<file path="src/rtl/mem_loader.sv">
// mem_loader
//   Byte-stream program loader for the single-cycle core. It parses a host
//   byte stream into instruction-memory word writes and data-memory byte
//   writes, and controls the core's reset line.
//
//   Frame format: CMD [ADDR LEN payload...]
//     0x01 INST : LEN words, 4 bytes each, little-endian
//     0x02 DATA : LEN bytes
//     0x03 RUN  : release the core from reset
//     other     : sets the sticky err flag
//
// Ports
//   CLK         system clock, rising edge
//   RST         asynchronous, active-low reset
//   in_data     stream byte
//   in_valid    in_data valid
//   in_ready    loader accepts a byte (always 1 once out of reset)
//   inst_we     instruction memory write strobe, one-cycle pulse
//   inst_addr   instruction memory word index
//   inst_wdata  instruction word
//   data_we     data memory write strobe, one-cycle pulse
//   data_addr   data memory byte address
//   data_wdata  data byte
//   cpu_rst_n   core reset, active-low; held low until a RUN command
//   busy        high whenever a frame is being parsed
//   err         sticky bad-command flag, cleared only by RST
module mem_loader #(
  parameter int INST_ADDR_W = 8,
  parameter int DATA_ADDR_W = 8
) (
  input  logic                   CLK,
  input  logic                   RST,
  input  logic [7:0]             in_data,
  input  logic                   in_valid,
  output logic                   in_ready,
  output logic                   inst_we,
  output logic [INST_ADDR_W-1:0] inst_addr,
  output logic [31:0]            inst_wdata,
  output logic                   data_we,
  output logic [DATA_ADDR_W-1:0] data_addr,
  output logic [7:0]             data_wdata,
  output logic                   cpu_rst_n,
  output logic                   busy,
  output logic                   err
);

  localparam logic [7:0] CMD_INST = 8'h01;
  localparam logic [7:0] CMD_DATA = 8'h02;
  localparam logic [7:0] CMD_RUN  = 8'h03;

  typedef enum logic [1:0] {
    IDLE,
    ADDR,
    LEN,
    PAYLOAD
  } state_t;

  state_t      state;
  state_t      next_state;

  logic        accept;
  logic        is_inst;
  logic [7:0]  idx;
  logic [7:0]  remaining;
  logic [1:0]  byte_cnt;
  logic [23:0] word;
  logic        unit_done;

  assign accept = in_valid & in_ready;
  assign busy   = (state != IDLE);

  // A unit completes on every DATA byte, but only on the 4th byte of an INST word.
  assign unit_done = !is_inst || (byte_cnt == 2'd3);

  always_ff @(posedge CLK or negedge RST) begin
    if (!RST) begin
      state <= IDLE;
    end else begin
      state <= next_state;
    end
  end

  always_comb begin
    next_state = state;
    case (state)
      IDLE: begin
        if (accept && (in_data == CMD_INST || in_data == CMD_DATA)) begin
          next_state = ADDR;
        end
      end
      ADDR: begin
        if (accept) begin
          next_state = LEN;
        end
      end
      LEN: begin
        if (accept) begin
          next_state = (in_data == 8'd0) ? IDLE : PAYLOAD;
        end
      end
      PAYLOAD: begin
        if (accept && unit_done && remaining == 8'd1) begin
          next_state = IDLE;
        end
      end
      default: next_state = IDLE;
    endcase
  end

  // The index is kept at full byte width; truncating it onto the address
  // ports gives the modulo-2^ADDR_W wrap for free.
  always_ff @(posedge CLK or negedge RST) begin
    if (!RST) begin
      in_ready   <= 1'b0;
      inst_we    <= 1'b0;
      inst_addr  <= '0;
      inst_wdata <= '0;
      data_we    <= 1'b0;
      data_addr  <= '0;
      data_wdata <= '0;
      cpu_rst_n  <= 1'b0;
      err        <= 1'b0;
      is_inst    <= 1'b0;
      idx        <= '0;
      remaining  <= '0;
      byte_cnt   <= '0;
      word       <= '0;
    end else begin
      in_ready <= 1'b1;
      inst_we  <= 1'b0;
      data_we  <= 1'b0;
      if (accept) begin
        case (state)
          IDLE: begin
            if (in_data == CMD_INST || in_data == CMD_DATA) begin
              is_inst   <= (in_data == CMD_INST);
              cpu_rst_n <= 1'b0;
            end else if (in_data == CMD_RUN) begin
              cpu_rst_n <= 1'b1;
            end else begin
              err <= 1'b1;
            end
          end
          ADDR: begin
            idx <= in_data;
          end
          LEN: begin
            remaining <= in_data;
            byte_cnt  <= 2'd0;
          end
          PAYLOAD: begin
            if (is_inst) begin
              if (byte_cnt == 2'd3) begin
                inst_we    <= 1'b1;
                inst_addr  <= idx[INST_ADDR_W-1:0];
                inst_wdata <= {in_data, word};
                idx        <= idx + 8'd1;
                remaining  <= remaining - 8'd1;
                byte_cnt   <= 2'd0;
              end else begin
                word[8*byte_cnt +: 8] <= in_data;
                byte_cnt              <= byte_cnt + 2'd1;
              end
            end else begin
              data_we    <= 1'b1;
              data_addr  <= idx[DATA_ADDR_W-1:0];
              data_wdata <= in_data;
              idx        <= idx + 8'd1;
              remaining  <= remaining - 8'd1;
            end
          end
          default: ;
        endcase
      end
    end
  end

endmodule
</file>
<file path="config.mk">
export PLATFORM = sky130hd
export DESIGN_NAME = mem_loader
export DESIGN_NICKNAME = d
export VERILOG_FILES = /design/src/rtl/mem_loader.sv
export SDC_FILE = /design/constraint.sdc
export NUM_CORES = 1
export LEC_CHECK = 0
export CAP_MARGIN = 25
export CORE_ASPECT_RATIO = 1.25
export CORE_MARGIN = 5
export CORE_UTILIZATION = 58
export CTS_CLUSTER_SIZE = 10
export DETAILED_ROUTE_END_ITERATION = 8
export PLACE_DENSITY = 0.88
export SYNTH_ARGS = -nofsm -noshare
export SYNTH_HDL_FRONTEND = slang
export SYNTH_SLANG_ARGS = --single-unit
export TNS_END_PERCENT = 50
</file>
<file path="constraint.sdc">
create_clock -name CLK -period 2.6 [get_ports CLK]
set_input_delay 0.26 -clock CLK [delete_from_list [all_inputs] [get_ports CLK]]
set_output_delay 0.26 -clock CLK [all_outputs]
set_load 0.05 [all_outputs]
</file>
==> results_dict.tcl, run 1 <==
set metrics [dict create \
    cts_tree "yes" \
    vias 3406 \
    floorplan.initialDensity_pct 58.5 \
    power.density_nw_per_um2 741 \
    yosysSeqAreaShare_pct 55.9 \
    area_growth_pct 20.8 \
    multi_input_area_um2 1880 \
    reg2reg_from "state[1]" \
    ant_nets 0 \
    synth_most_common_cell "dfrtp_1" \
    comb_power_share_pct 24.5 \
    synth_nets 419 \
    syn_inst 400 \
    dieArea_um2 10100 \
    outcome "finished clean" \
    synth_edf_count 0 \
    max_slew_margin_pct 58.4 \
    crit_type "flip-flop to output pin" \
    power.switching_uw 1530 \
    fill_cells 554 \
    switching_share_pct 36.0 \
    synth_fa_ha_area_share_pct 2.11 \
    vias_per_cell 5.92 \
    ys.flop_type "dfrtp_1" \
    synth_compound_area_share_pct 11.4 \
    syn_avg_cell_area_um2 11.9 \
    io_buffers 72 \
    synth_mux_area_share_pct 14.0 \
    die_w_um 90.9 \
    peakVddDrop_v 0.000458 \
    crit_start "state[1]" \
    cts_sinks 106 \
    synth_area_leaders "dfrtp_1, mux2_2, nand2_1" \
    synth_top_family_by_area "multiplexers" \
    p_leak_uw 0.00256 \
    r2r_end "word[4]" \
    slowest_stage "clkdlybuf4s50_1" \
    yosys-top-cells-count "dfrtp_1, nand2_1, mux2_2" \
    slew_viol_final 0 \
    clock_skew_ns 0.0111 \
    async_flop_share_pct 100 \
    dieHeight_um 111 \
    ctsResizeCount 0 \
    fp-row-count 37 \
    worst_pin_slew_ns 0.622 \
    ioPinCount 73 \
    dpl-instance-area_um2 5500 \
    drive_gt1_share_pct 19.0 \
    clkLatencyLatePin_ns 0.37 \
    clkTransAtPathRegs_ns 0.11 \
    path_cells "nor2_1 > inv_1 > clkdlybuf4s50_1" \
    synth-simple-area-share_pct 12.2 \
    cp.depth 3 \
    period_share_pct 86.5 \
    cts_max_level 3 \
    totalWireLength_um 10600 \
    fin_crit_ns 2.25 \
    slowest_delay_ns 0.79 \
    seqCellArea_um2 2650 \
    grt_pass1_wl_um 17900 \
    grt.total_usage_pct 21.9 \
    synthXorXnorAreaFrac_pct 0 \
    cp_top_family "buffers and inverters" \
    synth_seq_cells 106 \
    hold_viol 0 \
    drc 0 \
    timing.final.ws_setup_ns 0.352 \
    maxClockFrequency_mhz 445 \
    final_core_util_pct 70.7 \
    grt_pass1_vias 3539 \
    grt_max_degree 107 \
    post-place-ws_ns 0.417 \
    coreArea_um2 8100 \
    antenna_found_initial 0 \
    place_congestion 0.897 \
    hold_class "input port to asynchronous set/reset pin" \
    power.total_uw 4240 \
    n_antenna_cell 0 \
    rsz0062_at_grt "false" \
    p_seq_share_pct 50.0 \
    drt_iter0_markers 265 \
    critPathLaunchType "flip-flop" \
    r2r_slack_ns 0.38 \
    synth_top_area_share_pct 55.9 \
    clock-root-buffer "clkbuf_8" \
    required_ns 2.34 \
    arrival_ns 1.99 \
    ys_warn_count 0 \
    firstDrtPassIters 5 \
    pwr-share-clk_pct 25.5 \
    final_area_um2 5730 \
    overflow 0 \
    yosys.area.top_type "dfrtp_1" \
    setup_tns_ns 0 \
    path_buf_inv 2 \
    endpoint_kind "output pin" \
    path_max_fanout 8 \
    p_int_uw 2720 \
    final_nets 492 \
    r2r_cells 5 \
    syn_area_um2 4740 \
    wl_per_cell_um 18.4 \
    cap_violations 0 \
    endpoint "busy" \
    setup_viol 0 \
    cts_buffer_depth 2 \
    numCtsBuffers 9 \
    ys_types 50 \
    place_hpwl_um 7200 \
]
==> how the worst min path moves through the flow <==
stage                 start        endpoint  slack (ns)  depth (start not counted)
detailed placement      RST  inst_wdata[19]        0.37                          2
finish                  RST  inst_wdata[23]        0.46                          3
floorplan               RST     byte_cnt[0]       -0.04                          0
CTS                 word[0]         word[0]        0.50                          2
global placement        RST         inst_we        0.37                          2
global route            err             err        0.51                          1
==> per-layer routing <==
layer / track usage, % / routed length (µm) / vias up
li1: - / - / 1552
met1: 26.4 / 4230 / 1721
met2: 39.4 / 5590 / 121
met3: 4.48 / 633 / 12
met4: 6.56 / 144 / 0
met5: 0 / 0 / -
==> flip-flops by register name, indices dropped and copies added (netlist names), 2 cells and up <==
name	cells
word	24
idx	8
remaining	8
data_addr	8
inst_addr	8
data_wdata	8
inst_wdata	32
state	2
byte_cnt	2
==> worst min-delay path: cells and delay by family <==
kind	cells	cell delay, ns
buf+inv	3	1.03
==> power groups by stage <==
stage                     Sequential [µW]  Combinational [µW]  Clock (µW)
after floorplan                      2040                 848           0
after global placement               2130                 977           0
after detailed placement             2140                1020           0
after CTS                            2110                1040        1100
after global routing                 2140                1160        1160
final                                2120                1040        1080
==> cell type report <==
cell class,instances,share of cell area [%]
clock buffers,9,2.16
clock inverters,7,1.64
inverters,7,0.459
well taps,97,2.12
multi-input cells,266,32.9
flip-flops and latches,106,46.3
repair buffers,83,14.5
==> timing repair <==
action	in CTS	in global routing
hold buffers	1	0
setup buffers	0	0
endpoints found under the setup margin	0	0
endpoints found under the hold margin	106	0
==> per-stage QoR <==
| step | instances | hold WS (ns) |
|---|---|---|
| CTS | 575 | 0.497 |
| global placement | 558 | 0.366 |
| finish | 575 | 0.459 |
| floorplan | 400 | -0.0356 |
| global route | 575 | 0.507 |
| detailed placement | 558 | 0.371 |
==> cell usage in the layout (no fill, tap or decap), types with 9 or more instances in the layout <==
cell and n:
nand2_1 62, a21oi_1 14, mux2_4 9, nor2_1 20
clkbuf_8 9, buf_4 9, mux2_2 41, clkdlybuf4s50_1 71
dfrtp_1 106, o21ai_0 28
==> cell families after synthesis <==
logic type / after synthesis
other cells: 1
simple gates: 116
mux: 56
fa+ha+maj: 8
flops: 106
buf+inv: 28
compound gates: 85
(Power assumes the default switching activity.)
==> run 2, diff against run 1 <==
CORE_MARGIN = 4   (was 5)
==> run 2 against run 1 <==
  * Largest cell class unchanged
  * Die area decreased by 4.0%
  * Fmax shrank 1.4%
  * Sequential share of layout area grew 0.28 points
  * Sequential power about the same
  * Critical path type unchanged
  * Utilization rose by 1.5 points
  * Global-route usage is 1.5 points higher
==> results_dict.tcl, run 2 (same netlist as run 1, synthesis figures left out) <==
set metrics [dict create \
    pwr-share-clk_pct 23.0 \
    ioPinCount 73 \
    power.density_nw_per_um2 720 \
    cp_top_family "buffers and inverters" \
    endpoint_kind "output pin" \
    place_hpwl_um 7240 \
    fp-row-count 36 \
    area_growth_pct 20.1 \
    switching_share_pct 36.4 \
    maxClockFrequency_mhz 439 \
    numCtsBuffers 9 \
    hold_class "input port to asynchronous set/reset pin" \
    power.switching_uw 1490 \
    p_seq_share_pct 51.9 \
    dieHeight_um 109 \
    overflow 0 \
    cts_setup_buffers 0 \
    clock-root-buffer "clkbuf_8" \
    place_congestion 0.884 \
    outcome "finished clean" \
    final_nets 493 \
    final_common_cell "dfrtp_1" \
    totalWireLength_um 10400 \
    die_w_um 88.9 \
    period_share_pct 87.7 \
    ant_nets 0 \
    slew_viol_final 0 \
    path_cells "nor2_1 > inv_1 > clkdlybuf4s50_1" \
    fin_crit_ns 2.28 \
    power.total_uw 4100 \
    coreArea_um2 7880 \
    dieArea_um2 9700 \
    top_register "inst_wdata" \
    p_int_uw 2610 \
    antenna_found_initial 0 \
    cts_buffer_depth 2 \
    slowest_delay_ns 0.79 \
    io_buffers 72 \
    fin_hold_ws_ns 0.477 \
    vias 3359 \
    setup_tns_ns 0 \
    peakVddDrop_v 0.000416 \
    n_antenna_cell 0 \
    slowest_stage "clkdlybuf4s50_1" \
    ctsResizeCount 0 \
    rsz0062_at_grt "false" \
    cts_tree "yes" \
    critPathLaunchType "flip-flop" \
    cts_sinks 106 \
    firstDrtPassIters 5 \
    crit_type "flip-flop to output pin" \
    setup_viol 0 \
    arrival_ns 2.02 \
    path_buf_inv 2 \
    cts_max_level 3 \
    path_max_fanout 8 \
    floorplan.initialDensity_pct 60.2 \
    grt_max_degree 56 \
    grt_pass1_wl_um 17400 \
    hold_viol 0 \
    cts_hold_buffers 1 \
    clock_skew_ns 0.0116 \
    drive_gt1_share_pct 19.0 \
    drc 0 \
    grt_pass1_vias 3429 \
    worst_pin_slew_ns 0.699 \
    fill_cells 517 \
    vias_per_cell 5.85 \
    clkLatencyLatePin_ns 0.38 \
    reg.largest.list "inst_wdata x32, word x24" \
    grt.total_usage_pct 23.4 \
    final_cell_mix "dfrtp_1, clkdlybuf4s50_1, nand2_1" \
    drt_iter0_markers 212 \
    clkTransAtPathRegs_ns 0.10 \
    wl_per_cell_um 18.2 \
    cap_violations 0 \
    p_leak_uw 0.00255 \
    comb_power_share_pct 25.1 \
    max_slew_margin_pct 53.4 \
    required_ns 2.34 \
    largest_reg_flops 32 \
]
==> run 2: cell types whose count changed in the layout (fill, tap and decap cells not counted), sizes merged <==
cell / delta
buf: +1
bufinv: -1
clkbuf: +1
clkinv: +1
inv: -1
==> run 2: per-stage QoR <==
step                      util (%)  cells  setup WS, ns  cell area, µm²
final                         72.3    574         0.320            5700
after global routing          72.3    574         0.234            5700
after CTS                     72.3    574         0.314            5700
after detailed placement      69.9    557         0.416            5510
after global placement        69.9    557         0.544            5510
after floorplan                  -    400         0.791            4740
==> run 2: worst paths after layout <==
kind                            startpoint        endpoint  slack (ns)  depth (start not counted)
worst max-delay path              state[1]            busy        0.32                          3
min in group CLK                       err             err        0.48                          1
worst max register to register    state[1]        word[11]        0.46                          4
worst min register to register         err             err        0.48                          1
worst min-delay path                   RST  inst_wdata[21]        0.48                          2
max in group asynchronous              RST          idx[3]        1.41                          3
==> run 2: routing by layer <==
metal  routed length (µm)  share of wire [%]  up-vias  GRT usage [%]
met5                    0                  0        -              0
met4                  197                1.9        0           8.86
met3                  634                6.1       21           4.23
met2                 5490                 53      138           38.8
met1                 4100                 39     1654           30.5
li1                     -                  -     1546              -
==> run 2: cell type report <==
cell class	instances	area, µm²	share of cell area, %
well taps	95	119	2.09
clock inverters	6	50.0	0.879
multi-input cells	266	1880	33.1
inverters	7	26.3	0.461
flip-flops and latches	106	2650	46.6
repair buffers	84	836	14.7
clock buffers	10	128	2.24
==> run 2: power groups by stage <==
stage / Sequential (µW) / Combinational, µW / Clock [µW]
global route: 2170 / 1150 / 1020
CTS: 2120 / 1030 / 949
global placement: 2130 / 968 / 0
detailed placement: 2150 / 1010 / 0
finish: 2130 / 1030 / 942
floorplan: 2040 / 848 / 0
